File: config.mk
export PLATFORM = sky130hd
export DESIGN_NAME = mc_control_fsm
export DESIGN_NICKNAME = d
export VERILOG_FILES = /design/src/rtl/mc_control_fsm.sv
export SDC_FILE = /design/constraint.sdc
export NUM_CORES = 1
export LEC_CHECK = 0
export BUFFER_PORTS_ARGS = -buffer_cell sky130_fd_sc_hd__buf_2
export CAP_MARGIN = 20
export CORE_ASPECT_RATIO = 1.5
export CORE_MARGIN = 2
export CORE_UTILIZATION = 44
export DETAILED_ROUTE_END_ITERATION = 12
export GPL_TIMING_DRIVEN = 1
export PLACE_DENSITY = 0.83
export REMOVE_ABC_BUFFERS = 1
export SYNTH_ARGS = -nofsm -noshare
export SYNTH_HDL_FRONTEND = slang
export SYNTH_SLANG_ARGS = --single-unit
File: constraint.sdc
create_clock -name clk -period 2.1 [get_ports clk]
set_input_delay 0.525 -clock clk [delete_from_list [all_inputs] [get_ports clk]]
set_output_delay 0.525 -clock clk [all_outputs]
set_load 0.01 [all_outputs]
File: src/rtl/mc_control_fsm.sv
// Multicycle control unit for an ARM subset (data-processing, LDR/STR, B).
// Sequences a shared-ALU, single-memory datapath and owns the NZCV flag register.
module mc_control_fsm #(
    parameter logic [3:0] RST_STATE = 4'd0
) (
    input  logic        clk,
    input  logic        reset,
    input  logic [19:0] Instr,
    input  logic [3:0]  ALUFlags,
    input  logic        mem_ready,
    output logic        PCWrite,
    output logic        AdrSrc,
    output logic        MemWrite,
    output logic        IRWrite,
    output logic [1:0]  ResultSrc,
    output logic        ALUSrcA,
    output logic [1:0]  ALUSrcB,
    output logic [1:0]  ALUControl,
    output logic [1:0]  ImmSrc,
    output logic [1:0]  RegSrc,
    output logic        RegWrite,
    output logic        illegal,
    output logic [3:0]  state
);

    typedef enum logic [3:0] {
        FETCH  = 4'd0,
        DECODE = 4'd1,
        MEMADR = 4'd2,
        MEMRD  = 4'd3,
        MEMWB  = 4'd4,
        MEMWR  = 4'd5,
        EXECR  = 4'd6,
        EXECI  = 4'd7,
        ALUWB  = 4'd8,
        BRANCH = 4'd9
    } state_t;

    state_t     state_q, state_d;
    logic [3:0] flags;          // {N,Z,C,V}
    logic [3:0] cond;
    logic [1:0] op;
    logic [5:0] funct;
    logic [3:0] cmd;
    logic [3:0] rd;
    logic       cond_ex;
    logic       dp_ok;
    logic       supported;
    logic [1:0] alu_ctl;
    logic       pcw, irw, memw, regw, ill;
    logic       unused_rn;

    assign cond      = Instr[19:16];
    assign op        = Instr[15:14];
    assign funct     = Instr[13:8];
    assign cmd       = funct[4:1];
    assign rd        = Instr[3:0];
    assign unused_rn = ^Instr[7:4];

    // NOTE: defaults first in every always_comb so no path leaves a signal unassigned (no latches).
    always_comb begin
        cond_ex = 1'b0;
        case (cond)
            4'b0000: cond_ex = flags[2];
            4'b0001: cond_ex = ~flags[2];
            4'b0010: cond_ex = flags[1];
            4'b0011: cond_ex = ~flags[1];
            4'b0100: cond_ex = flags[3];
            4'b0101: cond_ex = ~flags[3];
            4'b0110: cond_ex = flags[0];
            4'b0111: cond_ex = ~flags[0];
            4'b1000: cond_ex = flags[1] & ~flags[2];
            4'b1001: cond_ex = ~flags[1] | flags[2];
            4'b1010: cond_ex = (flags[3] == flags[0]);
            4'b1011: cond_ex = (flags[3] != flags[0]);
            4'b1100: cond_ex = ~flags[2] & (flags[3] == flags[0]);
            4'b1101: cond_ex = flags[2] | (flags[3] != flags[0]);
            4'b1110: cond_ex = 1'b1;
            default: cond_ex = 1'b0;
        endcase
    end

    always_comb begin
        alu_ctl = 2'b00;
        dp_ok   = 1'b1;
        case (cmd)
            4'b0100: alu_ctl = 2'b00;
            4'b0010: alu_ctl = 2'b01;
            4'b0000: alu_ctl = 2'b10;
            4'b1100: alu_ctl = 2'b11;
            default: dp_ok   = 1'b0;
        endcase
    end

    assign supported = (op != 2'b11) && !((op == 2'b00) && !dp_ok);

    // NOTE: sequential state uses non-blocking assignments so every register samples pre-edge values.
    always_ff @(posedge clk or posedge reset) begin
        if (reset) state_q <= state_t'(RST_STATE);
        else       state_q <= state_d;
    end

    always_ff @(posedge clk or posedge reset) begin
        if (reset) begin
            flags <= 4'b0000;
        end else if ((state_q == EXECR || state_q == EXECI) && funct[0]) begin
            flags[3:2] <= ALUFlags[3:2];
            if (cmd == 4'b0100 || cmd == 4'b0010) flags[1:0] <= ALUFlags[1:0];
        end
    end

    always_comb begin
        state_d    = FETCH;
        AdrSrc     = 1'b0;
        ResultSrc  = 2'b00;
        ALUSrcA    = 1'b0;
        ALUSrcB    = 2'b00;
        ALUControl = 2'b00;
        ImmSrc     = 2'b00;
        RegSrc     = 2'b00;
        pcw        = 1'b0;
        irw        = 1'b0;
        memw       = 1'b0;
        regw       = 1'b0;
        ill        = 1'b0;
        case (state_q)
            FETCH: begin
                ALUSrcA   = 1'b1;
                ALUSrcB   = 2'b10;
                ResultSrc = 2'b10;
                irw       = mem_ready;
                pcw       = mem_ready;
                state_d   = mem_ready ? DECODE : FETCH;
            end
            DECODE: begin
                ALUSrcA = 1'b1;
                ALUSrcB = 2'b10;
                RegSrc  = {op == 2'b01, op == 2'b10};
                if (!supported) begin
                    ill = 1'b1;
                end else if (cond_ex) begin
                    case (op)
                        2'b00:   state_d = funct[5] ? EXECI : EXECR;
                        2'b01:   state_d = MEMADR;
                        2'b10:   state_d = BRANCH;
                        default: state_d = FETCH;
                    endcase
                end
            end
            EXECR: begin
                ALUControl = alu_ctl;
                state_d    = ALUWB;
            end
            EXECI: begin
                ALUSrcB    = 2'b01;
                ALUControl = alu_ctl;
                state_d    = ALUWB;
            end
            ALUWB: begin
                regw = 1'b1;
                pcw  = (rd == 4'hF);
            end
            MEMADR: begin
                ALUSrcB = 2'b01;
                ImmSrc  = 2'b01;
                state_d = funct[0] ? MEMRD : MEMWR;
            end
            MEMRD: begin
                AdrSrc  = 1'b1;
                state_d = mem_ready ? MEMWB : MEMRD;
            end
            MEMWB: begin
                ResultSrc = 2'b01;
                regw      = 1'b1;
                pcw       = (rd == 4'hF);
            end
            MEMWR: begin
                AdrSrc  = 1'b1;
                memw    = 1'b1;
                state_d = mem_ready ? FETCH : MEMWR;
            end
            BRANCH: begin
                ALUSrcB   = 2'b01;
                ImmSrc    = 2'b10;
                ResultSrc = 2'b10;
                pcw       = 1'b1;
            end
            default: state_d = FETCH;
        endcase
    end

    // Strobes are gated by reset so they drop in the same cycle reset rises.
    assign PCWrite  = pcw  & ~reset;
    assign IRWrite  = irw  & ~reset;
    assign MemWrite = memw & ~reset;
    assign RegWrite = regw & ~reset;
    assign illegal  = ill  & ~reset;
    assign state    = state_q;

endmodule

# Yosys cells after proc, flatten, opt, wreduce, memory -nomap -nowiden

Index checks and enable logic that the tools add are counted.

Register bits: 8
Bits of input ports: 27
Output and inout port bits: 21
Word-level logic and storage cells: 93

Equal/unequal tests: 32
Mux-type cells: 25
Bitwise logic cells: 14
Reductions and logical operators: 19

Operators by type and width:

| kind               | number |
|---|---|
| $eq 4x4->1 const B | 11 |
| $eq 4x3->1 const B | 9 |
| $pmux 4 s6         | 1 |
| $eq 4x2->1 const B | 5 |
| $pmux 1 s15        | 1 |
| $logic_not 4->1    | 3 |
| $pmux 2 s2         | 3 |
| $pmux 4 s3         | 1 |
| $mux 1             | 10 |
| $reduce_or 2->1    | 5 |
| $mux 3             | 3 |
| $eq 4x1->1 const B | 2 |
| $mux 4             | 2 |
| $and 1x1->1        | 7 |
| $pmux 2 s3         | 1 |
| $not 1->1          | 5 |
| $mux 2             | 2 |
| $reduce_or 4->1    | 1 |
| $logic_and 1x1->1  | 3 |
| $pmux 1 s3         | 1 |
| $reduce_or 3->1    | 1 |
| $eq 2x1->1 const B | 1 |
| $eq 2x2->1 const B | 1 |
| $logic_not 1->1    | 2 |
| 7 further kinds    | 9 |

# Logic depth before layout (Yosys ltp)

Gate-level depths: netlist of run 1.

Word-level depth: 10
Depth in mapped cells: 6
Gate-level depth less buffers: 5

# Worst setup path after synthesis of run 1

OpenSTA, ideal clock, no wires.

Path kind: reg2out
Start: reg state_q[2] (netlist: state[2])
End: out RegWrite
Data arrival time: 1.533 ns
Data required time: 1.575 ns
Path slack: 0.042 ns
Cell stages (with the launch flop): 4
Path buffers: 1
Path through: dfrtp_1 > buf_1 > nand2b_1 > a2111oi_0

Word-level cells in the longest chain between the ends: 4
Elaborated cells between the ends (all ways): 5
Those cells by class: eq/ne (2); mux (1); bitwise (1); reduce/logical (1)

RTL lines:

| what                                            | line | text |
|---|---|---|
| from (decl)                                     | 39   | `state_t state_q, state_d;` |
| from (signal assigned)                          | 99   | `if (reset) state_q <= state_t'(RST_STATE);` |
| from (signal assigned)                          | 100  | `else state_q <= state_d;` |
| $eq 4x3->1 / $eq 4x4->1 (equally long branches) | 126  | `case (state_q)` |
| $reduce_or 2->1 (no line) *                     | -    |  |
| $mux 1 *                                        | 126  |  |
| $and 1x1->1 *                                   | 196  | `assign RegWrite = regw & ~reset;` |
| to (decl)                                       | 21   | `output logic RegWrite,` |

Every way passes the cells marked *; elsewhere a longest branch is shown, timed or not.

# Final worst setup path of run 1

Start: reg state_q[3] (netlist: state[3])
End: out RegWrite

The elaborated chain is that of the path after synthesis.

==> impl_results.md, run 1 <==
- Result of the run: finished clean
- Met3 wire len: 149 um
- Initial Utilization: 47.4%
- Vias per cell: 5.95
- Peak VDD IR: 0.747 mV
- CP Data Arrival Time: 1.51 ns
- Fin nets: 194
- Syn_area_per_cell: 7.54 um2
- Post-Route Skew: 0.00932 ns
- Clk sinks: 8
- Detail Placement HPWL: 1.95 mm
- Max_cap viols: 0
- Ratio of cells with drive above 1 in the final layout: 41.8%
- Via count: 1106
- Pin count of the biggest net entering global routing: 15
- Max Used Layer: met4
- N_diodes: 0
- Slew HR: 78.0%
- Core Rows: 19
- Period minus WS final: 2.04 ns
- CP Class: reg2out
- Post-Synthesis Cells: 118
- Drt pass-1 iters: 4
- RSZ-0062 raised after global routing: yes
- Filler cell count in the final layout: 164
- Yosys reg bits: 8
- Setup WS pre-CTS: 0.120 ns
- Htree depth: 1
- DRC: 0
- Vias in the first global route: 974
- Reg power frac: 25.9%
- P_leak: 0.597 nW
- Primary FF master, synth: dfrtp_1
- Worst-margin pin slew: 0.322 ns
- DR WL/cell: 14.0 um
- Die Y: 59.1 um
- Period utilization: 97.1%
- Final setup fails: 0
- Final hold vios: 0
- Die width: 40.7 um
- Clock power frac: 10.6%
- TritonCTS clock tree: built
- Power Density: 915 mW/mm2
- Mapped cell area: 890 um2
- Core area: 0.00188 mm2
- Total Routed Length: 2.60 mm
- Number of port buffers: 43
- Gate power share: 63.5%
- Psw: 513 uW
- Iter 0 DRT Violations: 21
- YS warnings: 0
- Pins over their slew limit: 0
- I/O Pins: 48
- TritonCTS Buffers: 3
- Master cell of the clock root buffer: clkbuf_4
- Clock buffer depth: 2
- Sequential fraction of the synthesis area: 22.5%
- Yosys cell types: 45
- First-pass GRT wire length: 4.04 mm
- Worst-path clk slew: 0.06 ns
- Critical Path Sink Type: output pin
- Hold crit path type: in2async
- Worst hold slack: 0.294 ns
- Type of element launching the critical path: register
- Metal2 WL: 1.42 mm
- Area Growth Syn to Fin: 34.9%
- Crit-path max FO: 11
- Async SR Flop Fraction: 100%
- Critical path data required time: 1.57 ns
- Cell internal pwr: 585 uW
- Final WS setup: 0.0602 ns
- Final Wtd Congestion: 0.820
- Post-route ant nets: 0
- Initial antenna violation count: 0
- Achievable Freq: 490 MHz
- Overall Global Routing Usage: 23.4%
- Net Sw Frac: 46.7%
- Gr ovfl total: 0
- Wl on met1: 988 um
- Number of flops mapped to enable cells by yosys: 0
- Worst skew pair latency: 0.26 ns
- Die area: 0.00241 mm2
- Post-CTS Hold Buffers: 0
-- routing by layer --
metal	vias to the layer above	track usage (%)
met5	-	0
met4	0	5.71
met3	5	3.38
met2	36	42.4
met1	527	27.1
li1	538	-
-- logic make-up after synthesis --
family	count (synthesis)	synth area share (%)
flops	8	22.5
xor+xnor	5	4.92
simple gates	56	35.7
compound gates	28	22.6
mux	6	7.31
buf+inv	15	6.89
-- timing repair --
action,in CTS,in global routing
hold endpoints to repair,0,0
endpoints found under the setup margin,2,7
buffers inserted,0,4
gates resized for setup,1,6
pin swaps,0,0
-- cells in the mapped netlist, types with 2 or more instances --
| cell type | number | share of area (%) |
|---|---|---|
| a21oi_1 | 5 | 2.8 |
| buf_1 | 4 | 1.7 |
| buf_2 | 4 | 2.3 |
| dfrtp_1 | 8 | 23 |
| inv_1 | 7 | 3.0 |
| mux2_2 | 4 | 5.1 |
| mux2i_1 | 2 | 2.3 |
| nand2_1 | 7 | 3.0 |
| nand2b_1 | 5 | 3.5 |
| nand3_1 | 5 | 2.8 |
| nand4_1 | 3 | 2.1 |
| nand4b_1 | 2 | 2.0 |
| nor2_1 | 8 | 3.4 |
| nor2b_1 | 5 | 3.5 |
| nor3_1 | 9 | 5.1 |
| nor3b_1 | 2 | 1.7 |
| nor4_1 | 2 | 1.4 |
| nor4b_1 | 2 | 2.0 |
| o21ai_0 | 3 | 1.7 |
| o21ai_1 | 2 | 1.1 |
| o22ai_1 | 2 | 1.4 |
| xnor2_1 | 2 | 2.0 |
| xor2_1 | 3 | 3.0 |
-- cell usage in the layout (no fill, tap or decap), types with 2 or more instances in the layout --
master | netlist | routed
xor2_1 | 3 | 3
nor3b_1 | 2 | 2
buf_2 | 4 | 43
nor4_1 | 2 | 2
dfrtp_1 | 8 | 5
o21ai_1 | 2 | 2
nor4b_1 | 2 | 2
nand3_1 | 5 | 5
nor3_1 | 9 | 9
a21oi_1 | 5 | 5
nor2_1 | 8 | 6
nor2b_1 | 5 | 5
inv_1 | 7 | 6
nand2_1 | 7 | 7
o21ai_0 | 3 | 3
buf_4 | 0 | 9
nand4_1 | 3 | 3
clkbuf_4 | 0 | 3
nor2_2 | 0 | 2
o22ai_1 | 2 | 2
xnor2_1 | 2 | 2
nand2b_1 | 5 | 5
mux2i_1 | 2 | 2
dfrtp_2 | 0 | 3
mux2_2 | 4 | 4
nand4b_1 | 2 | 2
-- path summary, 6_finish.rpt --
path	startpoint	endpoint	slack, ns	cells past startpoint
setup / recovery	state[3]	RegWrite	0.06	3
hold / removal	reset	state[0]	0.29	3
setup reg to reg	flags[3]	state[3]	0.57	5
hold reg to reg	state[3]	state[0]	0.63	1
max in group asynchronous	reset	state[3]	1.66	3
min in group clk	ALUFlags[2]	flags[2]	0.51	2
-- power groups by stage --
| stage | sequential [mW] | clock, mW | combinational (mW) |
|---|---|---|---|
| global placement | 0.278 | 0 | 0.631 |
| finish | 0.284 | 0.116 | 0.697 |
| CTS | 0.282 | 0.116 | 0.658 |
| detailed placement | 0.284 | 0 | 0.654 |
| global route | 0.293 | 0.130 | 0.768 |
| floorplan | 0.301 | 0 | 0.351 |
-- sequential cells by signal, indices dropped and copies added (netlist names) --
name,count
flags,4
state,4
-- stage by stage --
step	TNS, ns	total power, mW	std cells	util [%]	area, um2
3_3_place_gp	0	0.909	179	60.4	1130
4_1_cts	0	1.06	182	61.6	1160
6_report	0	1.10	186	63.9	1200
5_1_grt	-0.00920	1.19	186	63.9	1200
3_5_place_dp	0	0.938	179	60.4	1130
2_1_floorplan	0	0.652	110	-	855
-- cell type report --
type	instances	area (um2)	area share [%]
Sequential cell	8	204	17.0
Tap cell	21	26.3	2.19
Inverter	7	26.3	2.19
Clock buffer	3	22.5	1.88
Timing Repair Buffer	52	283	23.6
Multi-Input combinational cell	95	638	53.2
-- critical path, cell delays in order, from the launching register on --
cell	delay, ns
dfrtp_2	0.48
nand2b_1	0.22
a2111oi_0	0.36
buf_2	0.20
Note: power is estimated with default switching activity, not from simulation.
==> inputs of run 2 (changes only) <==
CORE_UTILIZATION = 25   (was 44)
PLACE_DENSITY = 0.54   (was 0.83)
SETUP_SLACK_MARGIN = 0.4   (was not set)
==> run 2 against run 1 <==
Net effect:
- clock skew is 0.0069 ns lower
- routed wire length is 17% higher
- die area is 69% higher
- sequential power is 3% lower
- critical path depth stayed put
- combinational power is 48% higher
- power is 35% higher
- worst hold slack better by 0.080 ns
- core utilization is 21 points lower
- setup slack better by 0.078 ns
- fmax is 4.0% higher
- critical endpoint unchanged
==> impl_results.md, run 2 (same netlist as run 1, synthesis figures left out) <==
- Crit path cell chain: nand2b_4 > a2111oi_4 > buf_2
- Die Y: 77.1 um (+30%)
- I/O Pins: 48 (unchanged)
- Vias in the first global route: 1110 (+14%)
- Worst hold slack: 0.374 ns (+0.0795 ns)
- CP Class: reg2out
- Buf/Inv on CP: 1 (unchanged)
- Core area: 0.00342 mm2 (+82%)
- Via count: 1138 (+2.9%)
- TritonCTS clock tree: built
- Pin count of the biggest net entering global routing: 14 (-1)
- Final hold vios: 0 (unchanged)
- Final Wtd Congestion: 0.811 (-1.1%)
- CP Data Arrival Time: 1.44 ns (-0.07 ns)
- Period utilization: 93.4% (-3.7 points)
- Overall Global Routing Usage: 14.1% (-9.3 points)
- Area Growth Syn to Fin: 65.5%
- P_leak: 0.681 nW (+14%)
- Iter 0 DRT Violations: 25 (+19%)
- GR Util met3: 2.33% (-1.0 points)
- DR WL/cell: 14.0 um (about the same)
- Crit-path max FO: 8 (-3)
- Gate power share: 69.3% (+5.8 points)
- Post-CTS Hold Buffers: 0 (unchanged)
- Drt pass-1 iters: 4 (unchanged)
- CP max stage cell: dfrtp_2
- Fin nets: 204 (+5.2%)
- TritonCTS Buffers: 3 (unchanged)
- Filler cell count in the final layout: 350 (+110%)
- Commonest non-fill, non-tap cell in the layout: buf_2
- Number of port buffers: 43 (unchanged)
- Initial antenna violation count: 0 (unchanged)
- Clock power frac: 12.2% (+1.6 points)
- Ratio of cells with drive above 1 in the final layout: 54.9% (+13 points)
- Max_cap viols: 0 (unchanged)
- GRT busiest layer: met2
- Design area: 0.00147 mm2 (+23%)
- Pins over their slew limit: 0 (unchanged)
- Power Density: 1010 mW/mm2 (+10%)
- Reg power frac: 18.6% (-7.3 points)
- Critical path data required time: 1.57 ns (about the same)
- Worst skew pair latency: 0.23 ns (-0.03 ns)
- Gr ovfl total: 0 (unchanged)
- Die width: 52.7 um (+29%)
- Htree depth: 1 (unchanged)
- Post-route ant nets: 0 (unchanged)
- Core Rows: 26 (+7)
- Detail Placement HPWL: 2.08 mm (+6.5%)
- Master cell of the clock root buffer: clkbuf_8
- RSZ-0062 raised after global routing: yes
- Total Routed Length: 3.03 mm (+17%)
- DRC: 0 (unchanged)
- Delay-heaviest family, CP: flip-flops
- Clock buffer depth: 2 (unchanged)
- M2 GR Usage: 26.6% (-16 points)
- Peak VDD IR: 0.458 mV (-39%)
- Dpl cell area: 0.00116 mm2 (+2.3%)
- Type of element launching the critical path: register
- First-pass GRT wire length: 4.57 mm (+13%)
- R2R Setup Slk: 0.55 ns (-0.02 ns)
- Cell internal pwr: 812 uW (+39%)
- Worst-path clk slew: 0.04 ns (-0.02 ns)
- Net Sw Frac: 45.2% (-1.5 points)
- Result of the run: finished clean
- Initial Utilization: 26.0% (-21 points)
- Worst stage delay on the critical path: 0.48 ns (about the same)
- Die area: 0.00406 mm2 (+69%)
- Critical Path Sink Type: output pin
- M1 GR Usage: 14.7% (-12 points)
- Post-Route Skew: 0.00237 ns (-0.00695 ns)
- Period minus WS final: 1.96 ns (-0.0784 ns)
- Hold crit path type: in2async
- Slew HR: 79.4% (+1.4 points)
- N_diodes: 0 (unchanged)
- Sum Neg Setup Slack: 0 ns (unchanged)
- Psw: 670 uW (+31%)
- Vias per cell: 5.24 (-12%)
- Commonest cells after routing, fill and taps aside: buf_2 (41), buf_4 (16), nand2_1 (6), inv_1 (6)
- Worst-margin pin slew: 0.307 ns (-0.0153 ns)
- Achievable Freq: 510 MHz (+4.0%)
- Final setup fails: 0 (unchanged)
- Clk sinks: 8 (unchanged)
run 2: power groups by stage:
stage | Combinational [mW] | Clock, mW | Sequential, mW
after global routing | 1.10 | 0.190 | 0.283
final | 1.03 | 0.180 | 0.275
after CTS | 0.798 | 0.184 | 0.264
after global placement | 0.659 | 0 | 0.271
after floorplan | 0.351 | 0 | 0.301
after detailed placement | 0.671 | 0 | 0.274
run 2: what timing repair did:
action | CTS | global route
setup endpoints to repair | 15 | 17
buffers inserted | 9 | 5
gates resized for setup | 15 | 24
pin swaps | 5 | 9
endpoints found under the hold margin | 0 | 0
run 2: per-stage QoR:
stage / std cells / setup WS [ns] / power, mW / util (%)
4_1_cts: 212 / 0.149 / 1.25 / 38.6
3_3_place_gp: 200 / 0.113 / 0.931 / 34.0
2_1_floorplan: 110 / 0.131 / 0.652 / -
3_5_place_dp: 200 / 0.142 / 0.944 / 34.0
6_report: 217 / 0.139 / 1.48 / 43.1
5_1_grt: 217 / 0.0847 / 1.57 / 43.1
run 2: tightest hold or removal path: stages:
cell and delay, ns:
buf_2 0.15, inv_1 0.09, buf_4 0.17
run 2: layout make-up:
type                    count  area [um2]  area share [%]
multi-input cells          95         763            51.8
well taps                  42        52.6            3.57
clock buffers               3        41.3            2.80
flip-flops and latches      8         204            13.8
inverters                   7        26.3            1.78
repair buffers             62         385            26.2
run 2: final timing paths:
check	to	cells after the start	from
setup / recovery	RegWrite	3	state[3]
hold / removal	flags[2]	3	reset
setup reg to reg	state[0]	5	flags[3]
hold reg to reg	flags[1]	1	flags[1]
max in group asynchronous	state[0]	3	reset
min in group clk	flags[2]	2	ALUFlags[2]
run 2: metal layers:
metal	routed length (um)	share of wire (%)	up-vias
met5	0	0	-
met4	23	0.76	0
met3	122	4.0	4
met2	1730	57	27
met1	1150	38	551
li1	-	-	556
